**src/rtl/lab4_net_router_ctrl_if.sv**
```systemverilog
// Head-of-queue requests, crossbar selects and output handshakes between the router datapath and its route/switch controller.
// The controller takes the master modport; the datapath (input queues, crossbar) takes the slave modport.
interface lab4_net_router_ctrl_if #(
    parameter int p_srcdest_nbits = 3
);
    logic                       in0_val;
    logic                       in1_val;
    logic                       in2_val;
    logic [p_srcdest_nbits-1:0] in0_dest;
    logic [p_srcdest_nbits-1:0] in1_dest;
    logic [p_srcdest_nbits-1:0] in2_dest;
    logic                       in0_deq;
    logic                       in1_deq;
    logic                       in2_deq;
    logic                       out0_val;
    logic                       out1_val;
    logic                       out2_val;
    logic                       out0_rdy;
    logic                       out1_rdy;
    logic                       out2_rdy;
    logic [1:0]                 out0_sel;
    logic [1:0]                 out1_sel;
    logic [1:0]                 out2_sel;

    modport master (
        input  in0_val, in1_val, in2_val,
        input  in0_dest, in1_dest, in2_dest,
        input  out0_rdy, out1_rdy, out2_rdy,
        output in0_deq, in1_deq, in2_deq,
        output out0_val, out1_val, out2_val,
        output out0_sel, out1_sel, out2_sel
    );

    modport slave (
        output in0_val, in1_val, in2_val,
        output in0_dest, in1_dest, in2_dest,
        output out0_rdy, out1_rdy, out2_rdy,
        input  in0_deq, in1_deq, in2_deq,
        input  out0_val, out1_val, out2_val,
        input  out0_sel, out1_sel, out2_sel
    );
endinterface

```
**src/rtl/lab4_net_router_ctrl.sv**
```systemverilog
// Ring-router route compute plus per-output round-robin switch allocation; zero-cycle request-to-deq latency.
// Under backpressure (out_rdy=0) the grant and its pointer hold, so the same input stays selected until it transfers.
module lab4_net_router_ctrl #(
    parameter int p_srcdest_nbits = 3,
    parameter int p_router_id     = 0,
    parameter int p_num_routers   = 8
) (
    input  logic                       clk,
    input  logic                       reset,
    lab4_net_router_ctrl_if.master     bus
);
    localparam int NB = p_srcdest_nbits;
    localparam logic [NB:0]   ID_W  = p_router_id[NB:0];
    localparam logic [NB:0]   NUM_W = p_num_routers[NB:0];
    localparam logic [NB+1:0] NUM_X = {1'b0, NUM_W};

    logic [2:0]    val;
    logic [2:0]    rdy;
    logic [NB-1:0] dest [3];

    logic [1:0]    ptr_q [3];
    logic          tie_q;

    logic [NB:0]   fwd [3];
    logic [1:0]    route [3];
    logic [2:0]    is_tie;

    logic [2:0]    gnt_vld;
    logic [1:0]    gnt [3];
    logic [2:0]    deq;
    logic [1:0]    sel [3];

    assign val     = {bus.in2_val, bus.in1_val, bus.in0_val};
    assign rdy     = {bus.out2_rdy, bus.out1_rdy, bus.out0_rdy};
    assign dest[0] = bus.in0_dest;
    assign dest[1] = bus.in1_dest;
    assign dest[2] = bus.in2_dest;

    // Clockwise hop count (fwd) decides direction; exactly half-way round is a tie
    // broken by tie_q, shared by all inputs in the same cycle.
    always_comb begin
        for (int k = 0; k < 3; k++) begin
            route[k]  = 2'd1;
            is_tie[k] = 1'b0;
            if ({1'b0, dest[k]} >= ID_W)
                fwd[k] = {1'b0, dest[k]} - ID_W;
            else
                fwd[k] = {1'b0, dest[k]} + NUM_W - ID_W;

            if (fwd[k] == '0)
                route[k] = 2'd1;
            else if ({fwd[k], 1'b0} < NUM_X)
                route[k] = 2'd2;
            else if ({fwd[k], 1'b0} > NUM_X)
                route[k] = 2'd0;
            else begin
                is_tie[k] = 1'b1;
                route[k]  = tie_q ? 2'd0 : 2'd2;
            end
        end
    end

    always_comb begin
        int idx;
        gnt_vld = '0;
        deq     = '0;
        idx     = 0;
        for (int j = 0; j < 3; j++) begin
            gnt[j] = 2'd0;
            for (int off = 0; off < 3; off++) begin
                idx = int'(ptr_q[j]) + off;
                if (idx >= 3)
                    idx = idx - 3;
                if (!gnt_vld[j] && val[idx] && route[idx] == 2'(j)) begin
                    gnt_vld[j] = 1'b1;
                    gnt[j]     = 2'(idx);
                end
            end
            if (!reset)
                gnt_vld[j] = 1'b0;
            sel[j] = gnt_vld[j] ? gnt[j] : 2'd3;
            if (gnt_vld[j] && rdy[j])
                deq[gnt[j]] = 1'b1;
        end
    end

    assign bus.out0_val = gnt_vld[0];
    assign bus.out1_val = gnt_vld[1];
    assign bus.out2_val = gnt_vld[2];
    assign bus.out0_sel = sel[0];
    assign bus.out1_sel = sel[1];
    assign bus.out2_sel = sel[2];
    assign bus.in0_deq  = deq[0];
    assign bus.in1_deq  = deq[1];
    assign bus.in2_deq  = deq[2];

    always_ff @(posedge clk or negedge reset) begin
        if (!reset) begin
            for (int j = 0; j < 3; j++)
                ptr_q[j] <= 2'd0;
            tie_q <= 1'b0;
        end else begin
            for (int j = 0; j < 3; j++) begin
                if (gnt_vld[j] && rdy[j])
                    ptr_q[j] <= (gnt[j] == 2'd2) ? 2'd0 : gnt[j] + 2'd1;
            end
            if (|(deq & is_tie))
                tie_q <= ~tie_q;
        end
    end
endmodule
```
**src/flat_wrapper.sv**
```systemverilog
// flat-port wrapper written by rule: the top's interface ports become plain ports
module lab4_net_router_ctrl_flat 
#(
    parameter int p_srcdest_nbits = 3,
    parameter int p_router_id     = 0,
    parameter int p_num_routers   = 8
)
  (clk, reset, bus_in0_val, bus_in1_val, bus_in2_val, bus_in0_dest, bus_in1_dest, bus_in2_dest, bus_out0_rdy, bus_out1_rdy, bus_out2_rdy, bus_in0_deq, bus_in1_deq, bus_in2_deq, bus_out0_val, bus_out1_val, bus_out2_val, bus_out0_sel, bus_out1_sel, bus_out2_sel);
  lab4_net_router_ctrl_if #(.p_srcdest_nbits(p_srcdest_nbits)) bus_i ();
  input  logic clk;
  input  logic reset;
  input wire logic [$bits(bus_i.in0_val)-1:0] bus_in0_val;
  input wire logic [$bits(bus_i.in1_val)-1:0] bus_in1_val;
  input wire logic [$bits(bus_i.in2_val)-1:0] bus_in2_val;
  input wire logic [$bits(bus_i.in0_dest)-1:0] bus_in0_dest;
  input wire logic [$bits(bus_i.in1_dest)-1:0] bus_in1_dest;
  input wire logic [$bits(bus_i.in2_dest)-1:0] bus_in2_dest;
  input wire logic [$bits(bus_i.out0_rdy)-1:0] bus_out0_rdy;
  input wire logic [$bits(bus_i.out1_rdy)-1:0] bus_out1_rdy;
  input wire logic [$bits(bus_i.out2_rdy)-1:0] bus_out2_rdy;
  output wire logic [$bits(bus_i.in0_deq)-1:0] bus_in0_deq;
  output wire logic [$bits(bus_i.in1_deq)-1:0] bus_in1_deq;
  output wire logic [$bits(bus_i.in2_deq)-1:0] bus_in2_deq;
  output wire logic [$bits(bus_i.out0_val)-1:0] bus_out0_val;
  output wire logic [$bits(bus_i.out1_val)-1:0] bus_out1_val;
  output wire logic [$bits(bus_i.out2_val)-1:0] bus_out2_val;
  output wire logic [$bits(bus_i.out0_sel)-1:0] bus_out0_sel;
  output wire logic [$bits(bus_i.out1_sel)-1:0] bus_out1_sel;
  output wire logic [$bits(bus_i.out2_sel)-1:0] bus_out2_sel;
  assign bus_i.in0_val = bus_in0_val;
  assign bus_i.in1_val = bus_in1_val;
  assign bus_i.in2_val = bus_in2_val;
  assign bus_i.in0_dest = bus_in0_dest;
  assign bus_i.in1_dest = bus_in1_dest;
  assign bus_i.in2_dest = bus_in2_dest;
  assign bus_i.out0_rdy = bus_out0_rdy;
  assign bus_i.out1_rdy = bus_out1_rdy;
  assign bus_i.out2_rdy = bus_out2_rdy;
  assign bus_in0_deq = bus_i.in0_deq;
  assign bus_in1_deq = bus_i.in1_deq;
  assign bus_in2_deq = bus_i.in2_deq;
  assign bus_out0_val = bus_i.out0_val;
  assign bus_out1_val = bus_i.out1_val;
  assign bus_out2_val = bus_i.out2_val;
  assign bus_out0_sel = bus_i.out0_sel;
  assign bus_out1_sel = bus_i.out1_sel;
  assign bus_out2_sel = bus_i.out2_sel;
  lab4_net_router_ctrl #(.p_srcdest_nbits(p_srcdest_nbits), .p_router_id(p_router_id), .p_num_routers(p_num_routers)) u_core (.clk(clk), .reset(reset), .bus(bus_i));
endmodule
```
**config.mk**
```make
export PLATFORM = sky130hd
export DESIGN_NAME = lab4_net_router_ctrl_flat
export DESIGN_NICKNAME = d
export VERILOG_FILES = /design/src/rtl/lab4_net_router_ctrl_if.sv /design/src/rtl/lab4_net_router_ctrl.sv /design/src/flat_wrapper.sv
export SDC_FILE = /design/constraint.sdc
export NUM_CORES = 1
export LEC_CHECK = 0
export CORE_MARGIN = 2
export CORE_UTILIZATION = 46
export CTS_BUF_LIST = sky130_fd_sc_hd__clkbuf_4 sky130_fd_sc_hd__clkbuf_8
export CTS_CLUSTER_DIAMETER = 60
export DETAILED_ROUTE_END_ITERATION = 12
export GPL_ROUTABILITY_DRIVEN = 1
export PLACE_DENSITY_LB_ADDON = 0.3
export SLEW_MARGIN = 5
export SYNTH_ARGS = -nofsm -noshare
export SYNTH_HDL_FRONTEND = slang
export SYNTH_SLANG_ARGS = --single-unit
```
**constraint.sdc**
```tcl
create_clock -name clk -period 4.2 [get_ports clk]
set_input_delay 1.26 -clock clk [delete_from_list [all_inputs] [get_ports clk]]
set_output_delay 1.26 -clock clk [all_outputs]
set_load 0.005 [all_outputs]
```
**Word-level counts from Yosys, hierarchy flattened**

Index checks and enable logic that the tools add are counted.

- Add/subtract/negate cells: 18
- Magnitude comparators: 39
- Equality and inequality tests: 9
- Muxes and demuxes: 118
- Bitwise operators: 13
- Reduce and logical (&&, ||, !) cells: 34

Operators with widths:

| cell | number |
|---|---|
| $ge 32x3->1 const B | 15 |
| $lt 32x4->1 const B | 9 |
| $mux 32 | 9 |
| $not 32->32 | 9 |
| $sub 32x3->32 const B | 6 |
| $mux 2 | 43 |
| $mux 1 | 42 |
| $bmux 2 s2 | 9 |
| $logic_and 1x1->1 | 21 |
| $bmux 1 s2 | 9 |
| $eq 2x2->1 const B | 6 |
| $gt 4x4->1 const B | 3 |
| $logic_not 4->1 | 3 |
| $lt 4x4->1 const B | 3 |
| $add 2x1->3 const B | 3 |
| $add 2x2->3 const B | 3 |
| $lt 2x3->1 const B | 3 |
| $mux 3 | 3 |
| $sub 2x2->3 const B | 3 |
| $add 2x1->2 const B | 3 |
| $demux 1 s2 | 3 |
| $eq 2x1->1 const B | 3 |
| $ge 2x1->1 const B | 3 |
| $ge 2x2->1 const B | 3 |
| other kinds (6) | 14 |

- Register bits after elaboration: 7
- Input bits: 17
- Output and inout port bits: 12
- Logic and storage cells: 235

**Depth between registers and ports, before layout**

Gate-level depths: netlist of run 1.

- Word-level depth: 29
- Gate-level depth with buffers: 11
- Depth with buffers taken out: 10

**Least setup slack after synthesis of run 1**

No wires, ideal clock.

- Kind: input -> output
- From: input port bus_in0_dest[1]
- To: output port bus_out2_sel[0]
- Data arrival time: 3.109 ns
- Required time: 2.940 ns
- Setup slack: -0.169 ns
- Cell stages on the path: 7
- Buffers on the path: 0
- Cell sequence: or4b_1 a211o_1 a21boi_1 o221a_4 a21boi_0 inv_1 or2_2

- Cells in the longest elaborated chain, start to end: 20
- Elaborated cells between the ends (all ways): 33
- Classes of those cells: order compare: 2; eq/ne: 3; mux: 20; reduce/logical: 8

Ends and longest elaborated chain:

| what | line | source |
|---|---|---|
| start: declaration | flat_wrapper.sv:15 | `input wire logic [$bits(bus_i.in0_dest)-1:0] bus_in0_dest;` |
| $gt 4x4->1 | lab4_net_router_ctrl.sv:54 | `else if ({fwd[k], 1'b0} > NUM_X)` |
| $mux 2 | lab4_net_router_ctrl.sv:54 |  |
| $mux 2 | lab4_net_router_ctrl.sv:52 | `else if ({fwd[k], 1'b0} < NUM_X)` |
| $mux 2 (*) | lab4_net_router_ctrl.sv:50 | `if (fwd[k] == '0)` |
| $bmux 2 s2 | lab4_net_router_ctrl.sv:74 | `if (!gnt_vld[j] && val[idx] && route[idx] == 2'(j)) begin` |
| $mux 2 (not written as such) (2 in series) | lab4_net_router_ctrl.sv:74 |  |
| $eq 2x2->1 | lab4_net_router_ctrl.sv:74 |  |
| $logic_and 1x1->1 | lab4_net_router_ctrl.sv:74 |  |
| [... 2 more ...] | n/a |  |
| $logic_and 1x1->1 (2 in series) | lab4_net_router_ctrl.sv:74 |  |
| $mux 1 | lab4_net_router_ctrl.sv:74 |  |
| $logic_not 1->1 | lab4_net_router_ctrl.sv:74 |  |
| $logic_and 1x1->1 (2 in series) | lab4_net_router_ctrl.sv:74 |  |
| $mux 1 (*) | lab4_net_router_ctrl.sv:74 |  |
| $mux 1 (*) | lab4_net_router_ctrl.sv:79 | `if (!reset)` |
| via bus_out2_val | flat_wrapper.sv:26 | `output wire logic [$bits(bus_i.out2_val)-1:0] bus_out2_val;` |
| $mux 2 (*) | lab4_net_router_ctrl.sv:81 | `sel[j] = gnt_vld[j] ? gnt[j] : 2'd3;` |
| end: declaration | flat_wrapper.sv:29 | `output wire logic [$bits(bus_i.out2_sel)-1:0] bus_out2_sel;` |

Mark *: on every way through the listed nets, which the timed path passes. The rest lies on a longest branch. The select of a mux whose other input is x is not followed.

**Worst setup path after layout of run 1**

- From: input port bus_in0_dest[0]
- To: output port bus_out2_sel[0]

- Cells in the longest elaborated chain, start to end: 20
- Elaborated cells between the ends (all ways): 33
- Classes of those cells: order compare: 2; eq/ne: 3; mux: 20; reduce/logical: 8

Ends and longest elaborated chain:

| what | line |
|---|---|
| $gt 4x4->1 | lab4_net_router_ctrl.sv:54 |
| $mux 2 | lab4_net_router_ctrl.sv:54 |
| $mux 2 | lab4_net_router_ctrl.sv:52 |
| $mux 2 (*) | lab4_net_router_ctrl.sv:50 |
| $bmux 2 s2 | lab4_net_router_ctrl.sv:74 |
| $mux 2 (not written as such) (2 in series) | lab4_net_router_ctrl.sv:74 |
| $eq 2x2->1 | lab4_net_router_ctrl.sv:74 |
| $logic_and 1x1->1 | lab4_net_router_ctrl.sv:74 |
| $mux 1 | lab4_net_router_ctrl.sv:74 |
| $logic_not 1->1 | lab4_net_router_ctrl.sv:74 |
| $logic_and 1x1->1 (2 in series) | lab4_net_router_ctrl.sv:74 |
| $mux 1 | lab4_net_router_ctrl.sv:74 |
| $logic_not 1->1 | lab4_net_router_ctrl.sv:74 |
| $logic_and 1x1->1 (2 in series) | lab4_net_router_ctrl.sv:74 |
| $mux 1 | lab4_net_router_ctrl.sv:74 |
| $mux 1 | lab4_net_router_ctrl.sv:79 |
| $mux 2 (*) | lab4_net_router_ctrl.sv:81 |

Every way passes the cells marked *; elsewhere a longest branch is shown, timed or not. The select of a mux whose other input is x is not followed.

==> reports/qor.yml, run 1 <==
layout_setup_ws_ns: -0.375
num_antenna_cells: 0
wirelength_mm: 5.49
p_per_area_nw_per_um2: 534
nFillCells: 134
grt_usage: 0.365
whs_ns: 0.541
drive_above_1_share: 0.506
port_buffers: 28
yosysSeqAreaShare: 0.148
crit_fanout: 4
worstPathRequired_ns: 2.94
clockBufferDepth: 2
cts_buffers: 3
cts_tree: "yes"
synthToLayoutAreaGrowth_pct: 78.9
grt_pass1_wl_mm: 7.81
synth.distinct_cells: 53
synthFlopType: "dfrtp_1"
clkTransAtPathRegs_ns: 0.05
avgRoutedWirePerCell_um: 19.7
min_period_ns: 4.58
syn_nets: 187
postCtsHoldBufs: 0
vias_per_cell: 6.51
worst_hold_path_type: "flop to flop"
drc: 0
yosysTopAreaCell: "dfrtp_1"
setup_viol: 9
avgSynthCellArea_um2: 7.20
status: "finished with violations"
core_um2: 2450
drt_iter0_drc: 84
max_freq_mhz: 219
min_delay_path_depth: 1
async_flop_share: 1.00
power_leakage_nw: 0.964
drv_cap: 0
irDropWorstVdd_mv: 0.550
ys_top_cells_by_count: "nand2_1, a21oi_1, inv_1"
ant_nets: 0
hold_violations: 0
worstSetupStartpointType: "primary input"
violations: "setup timing"
fin_setup_tns_ns: -2.07
clk-insertion-delay-late_ns: 0.27
synth_seq_cells: 7
antenna_found_initial: 0
reg2reg_depth: 11
fin_nets: 273
first_global_vias: 1671
synthDominantCellAreaShare: 0.148
synthTopCellsByArea: "dfrtp_1, nand2_1, a21oi_1, ha_1, inv_1"
timing.slew.headroom: 0.705
clkSinkCount: 7
rsz0062_at_grt: "yes"
finalPower_mw: 1.13
die-area_um2: 2990
initial_core_util: 0.481
layout.cells.non_filler: 279
dpl.cell_count: 257
cts-htree-levels: 1
drv_slew: 0
grt_overflow: 0
fin_crit_sh: 1.09
finalInstanceArea_um2: 2110
die-width_um: 54.7
die_y_um: 54.7
synthCells: 164
yosysWarnings: 0
arrival_ns: 3.32
placementRows: 18
gp_congestion: 0.840
drt_first_pass_iters: 4
grt_start_max_net_pins: 14
cts-root-buf: "clkbuf_4"
syn_area_um2: 1180
synth.most_common_cell: "nand2_1"
num_io_pins: 29
worstSetupEndpointType: "output pin"
synth_edf_count: 0
worstMarginPinSlew_ns: 0.442
dr_total_vias: 1817
dp_hpwl_mm: 3.10
crit_type: "primary input to output pin"
dpl_cell_area_um2: 1810
skew_ns: 0.00987
layout by cell type (no fill, tap or decap), types with 3 or more instances in the layout:
cell type,n
o21bai_1,3
dfrtp_1,7
nand3_1,5
ha_1,6
inv_1,10
clkdlybuf4s50_1,4
a21oi_1,10
buf_2,10
a21oi_2,4
nand2_1,24
buf_4,49
buf_6,21
or4b_4,6
nor2_1,7
nor3_1,3
o21ai_0,5
a21o_1,4
clkbuf_2,3
clkbuf_4,4
or2_4,3
what timing repair did:
item / 4_1_cts / 5_1_grt
buffers inserted: 12 / 7
pin swaps: 31 / 7
endpoints found under the hold margin: 0 / 0
cloned: 0 / 0
resized for setup: 131 / 14
setup endpoints to repair: 12 / 12
kinds of logic after synthesis:
kind of cell	count (synthesis)	synth area share
AOI/OAI and AO/OA	67	0.433
and+or+nand+nor	65	0.289
buffers and inverters	18	0.0583
DFF	7	0.148
adders and majority gates	6	0.0636
xor gates and xnor gates	1	0.00742
worst paths after layout:
check                           startpoint         endpoint  slack [ns]
min reg2reg                u_core.ptr_q[5]  u_core.ptr_q[5]        0.54
min in group asynchronous            reset  u_core.ptr_q[4]        1.35
max reg2reg                u_core.ptr_q[2]     u_core.tie_q        1.17
max in group asynchronous            reset  u_core.ptr_q[3]        2.61
max                        bus_in0_dest[0]  bus_out2_sel[0]       -0.38
min                        u_core.ptr_q[5]  u_core.ptr_q[5]        0.54
layer usage:
metal  up-vias  track usage  share of wire
met5         -            0              0
met4         0        0.125          0.068
met3        41       0.0902          0.074
met2       113        0.653           0.48
met1       859        0.417           0.37
li1        804            -              -
critical path: stages:
cell and delay (ns):
buf_6 0.09, or4b_4 0.52, a211o_1 0.30, a21boi_2 0.17, o221a_4 0.26, buf_6 0.13
a21boi_2 0.16, inv_1 0.08, or2_4 0.23, buf_6 0.11
per-stage QoR:
stage | setup WS (ns) | utilization
after floorplan | -0.0466 | -
after global placement | -1.04 | 0.735
after detailed placement | -1.10 | 0.735
after CTS | -0.321 | 0.830
after global routing | -0.407 | 0.861
final | -0.375 | 0.861
where the power goes:
| group | internal, mW | total (mW) | leakage (nW) | switching [mW] |
|---|---|---|---|---|
| sequential | 0.0970 | 0.132 | 0.0865 | 0.0353 |
| combinational | 0.452 | 0.923 | 0.859 | 0.471 |
| clock | 0.0431 | 0.0732 | 0.0184 | 0.0301 |
sequential cells by signal (all words and copies together) (netlist names):
name	count
u_core.ptr_q	6
u_core.tie_q	1
area by class of cell:
| class | count | area (µm²) | area share |
|---|---|---|---|
| sequential | 7 | 175 | 0.0829 |
| multi-input combinational | 139 | 1100 | 0.523 |
| clock buffer | 4 | 30.0 | 0.0142 |
| timing repair buffer | 89 | 728 | 0.345 |
| tap | 30 | 37.5 | 0.0178 |
| inverter | 10 | 37.5 | 0.0178 |
Note: power is estimated with default switching activity, not from simulation.
==> run 2: changes to the inputs <==
--- a/config.mk
+++ b/config.mk
@@ -8,4 +8,4 @@
 export CORE_MARGIN = 2
-export CORE_UTILIZATION = 46
-export CTS_BUF_LIST = sky130_fd_sc_hd__clkbuf_4 sky130_fd_sc_hd__clkbuf_8
+export CORE_UTILIZATION = 45
+export CTS_BUF_LIST = sky130_fd_sc_hd__clkbuf_16
 export CTS_CLUSTER_DIAMETER = 60
--- a/constraint.sdc
+++ b/constraint.sdc
@@ -3,2 +3,2 @@
 set_output_delay 1.26 -clock clk [all_outputs]
-set_load 0.005 [all_outputs]
+set_load 0.02 [all_outputs]
==> reports/qor.yml, run 2 (synthesized netlist as in run 1, its figures left out) <==
status: "finished with violations"  # unchanged
violations: "setup timing"  # unchanged
drc: 0  # unchanged
p_per_area_nw_per_um2: 600  # was 534 nW/µm²
gp_congestion: 0.830  # was 0.840
crit_fanout: 5  # was 4
clockBufferDepth: 2  # unchanged
p_sw_mw: 0.603  # was 0.536 mW
min_period_ns: 4.57  # was 4.58 ns
hold_path_end: "u_core.ptr_q[5]"  # unchanged
max_freq_mhz: 219  # about the same
clk-insertion-delay-late_ns: 0.24  # was 0.27 ns
drv_slew: 0  # unchanged
timing.slew.headroom: 0.687  # was 0.705
first_global_vias: 1703  # was 1671
seq_area_um2: 175  # unchanged
ff2ff_setup_slack_ns: 0.69  # was 1.17 ns
largest_register_ffs: 6  # unchanged
grt_usage: 0.319  # was 0.365
antenna_found_initial: 0  # unchanged
seqPwrFrac: 0.104  # was 0.117
worstMarginPinSlew_ns: 0.469  # was 0.442 ns
dpl.cell_count: 253  # was 257
rsz0062_at_grt: "yes"  # unchanged
vias_per_cell: 6.53  # was 6.51
finalPower_mw: 1.28  # was 1.13 mW
worstPathRequired_ns: 2.94  # about the same
worst_hold_path_type: "flop to flop"  # unchanged
die_y_um: 55.2  # was 54.7 µm
cts_tree: "yes"  # unchanged
fin_setup_tns_ns: -2.31  # was -2.07 ns
final_cell_mix: "buf_4, nand2_1, buf_6, a21oi_1, inv_1"  # was buf_4, nand2_1, buf_6
fin_nets: 266  # was 273
fin_crit_sh: 1.09  # about the same
irDropWorstVdd_mv: 0.529  # was 0.550 mV
skew_ns: 0.00321  # was 0.00987 ns
num_antenna_cells: 0  # unchanged
cts-root-buf: "clkbuf_16"  # was clkbuf_4
drv_cap: 0  # unchanged
p_int_mw: 0.675  # was 0.593 mW
r2r-start: "u_core.ptr_q[2]"  # unchanged
core_um2: 2480  # was 2450 µm²
drt_iter0_drc: 106  # was 84
setup_viol: 9  # unchanged
reg2reg_depth: 18  # was 11
drt_first_pass_iters: 4  # unchanged
dr_total_vias: 1777  # was 1817
dp_hpwl_mm: 3.08  # was 3.10 mm
die-width_um: 55.2  # was 54.7 µm
min_delay_path_depth: 1  # unchanged
ant_nets: 0  # unchanged
initial_core_util: 0.477  # was 0.481
whs_ns: 0.528  # was 0.541 ns
nFillCells: 131  # was 134
worst_r2r_endpoint: "u_core.tie_q"  # unchanged
p_sw_frac: 0.472  # was 0.475
place_worst_setup_slack_ns: -1.20  # was -1.10 ns
clkSinkCount: 7  # unchanged
cts_buffers: 3  # unchanged
layout.cells.non_filler: 272  # was 279
largest-register: "u_core.ptr_q"  # unchanged
layout_setup_ws_ns: -0.365  # was -0.375 ns
cts-htree-levels: 1  # unchanged
largest_registers: "u_core.ptr_q: 6 flops, u_core.tie_q: 1 flops"  # unchanged
power_leakage_nw: 0.964  # about the same
worstSetupStartpointType: "primary input"  # unchanged
avgRoutedWirePerCell_um: 21.1  # was 19.7 µm
placementRows: 18  # unchanged
hold_violations: 0  # unchanged
arrival_ns: 3.31  # was 3.32 ns
combPwrFrac: 0.766  # was 0.818
final_common_cell: "buf_4"  # unchanged
num_io_pins: 29  # unchanged
synthToLayoutAreaGrowth_pct: 80.4  # was 78.9%
grt_start_max_net_pins: 14  # unchanged
power_frac_clock: 0.130  # was 0.065
crit_type: "primary input to output pin"  # unchanged
port_buffers: 28  # unchanged
grt_pass1_wl_mm: 7.84  # was 7.81 mm
multiInputGateArea_um2: 1110  # was 1100 µm²
grt_overflow: 0  # unchanged
die-area_um2: 3050  # was 2990 µm²
wirelength_mm: 5.73  # was 5.49 mm
clkTransAtPathRegs_ns: 0.04  # was 0.05 ns
drive_above_1_share: 0.471  # was 0.506
worstSetupEndpointType: "output pin"  # unchanged
hp-start: "u_core.ptr_q[5]"  # unchanged
==> run 2: changes by cell type in the layout (fill, tap and decap cells not counted), moves of 3 or more <==
cell       previous run  this run
clkbuf_16             0         3
buf_2                10         7
buf_4                49        45
clkbuf_4              4         0
==> run 2: worst max-delay path, stage by stage <==
cell and delay, ns:
buf_6 0.09, or4b_4 0.53, a211o_1 0.30, a21boi_2 0.16, o221a_4 0.28, buf_6 0.13, a21boi_4 0.13, inv_2 0.05
or2_4 0.23, buf_6 0.13
==> run 2: layout make-up <==
class / instances / area share
tap: 30 / 0.0176
multi-input combinational: 139 / 0.523
sequential: 7 / 0.0822
clock buffer: 3 / 0.0352
clock inverter: 1 / 0.00176
timing repair buffer: 82 / 0.323
inverter: 10 / 0.0176
==> run 2: per-stage QoR <==
stage,util,area [µm²]
2_1_floorplan,-,1220
3_3_place_gp,0.726,1800
3_5_place_dp,0.726,1800
4_1_cts,0.832,2060
5_1_grt,0.860,2130
6_report,0.860,2130
==> run 2: what timing repair did <==
item / CTS / global route
hold buffers: 0 / 0
pin swaps: 25 / 14
buffers inserted: 13 / 4
resized for setup: 128 / 19
setup endpoints to repair: 12 / 13
==> run 2: worst max path at each step <==
stage	start	end	slack, ns	cells after the start
after floorplan	bus_in0_dest[1]	bus_out2_sel[0]	-0.12	7
after global placement	bus_in0_dest[1]	bus_in2_deq	-1.13	9
after detailed placement	bus_in0_dest[1]	bus_in2_deq	-1.20	9
after CTS	bus_in0_dest[0]	bus_in2_deq	-0.34	9
after global routing	bus_in0_dest[0]	bus_out2_sel[0]	-0.40	10
final	bus_in0_dest[0]	bus_out2_sel[0]	-0.37	10
==> run 2: power groups by stage <==
stage	clock [mW]	sequential, mW	combinational (mW)
detailed placement	0	0.126	0.766
floorplan	0	0.117	0.483
global placement	0	0.124	0.732
global route	0.170	0.137	1.03
finish	0.166	0.132	0.979
CTS	0.164	0.127	0.885
==> run 2: layer usage <==
| layer | wire, µm | track usage | vias to the layer above | part of all wire |
|---|---|---|---|---|
| met5 | 0 | 0 | - | 0 |
| met4 | 372 | 0.178 | 0 | 0.065 |
| met3 | 417 | 0.0679 | 43 | 0.073 |
| met2 | 2810 | 0.551 | 122 | 0.49 |
| met1 | 2130 | 0.360 | 825 | 0.37 |
| li1 | - | - | 787 | - |
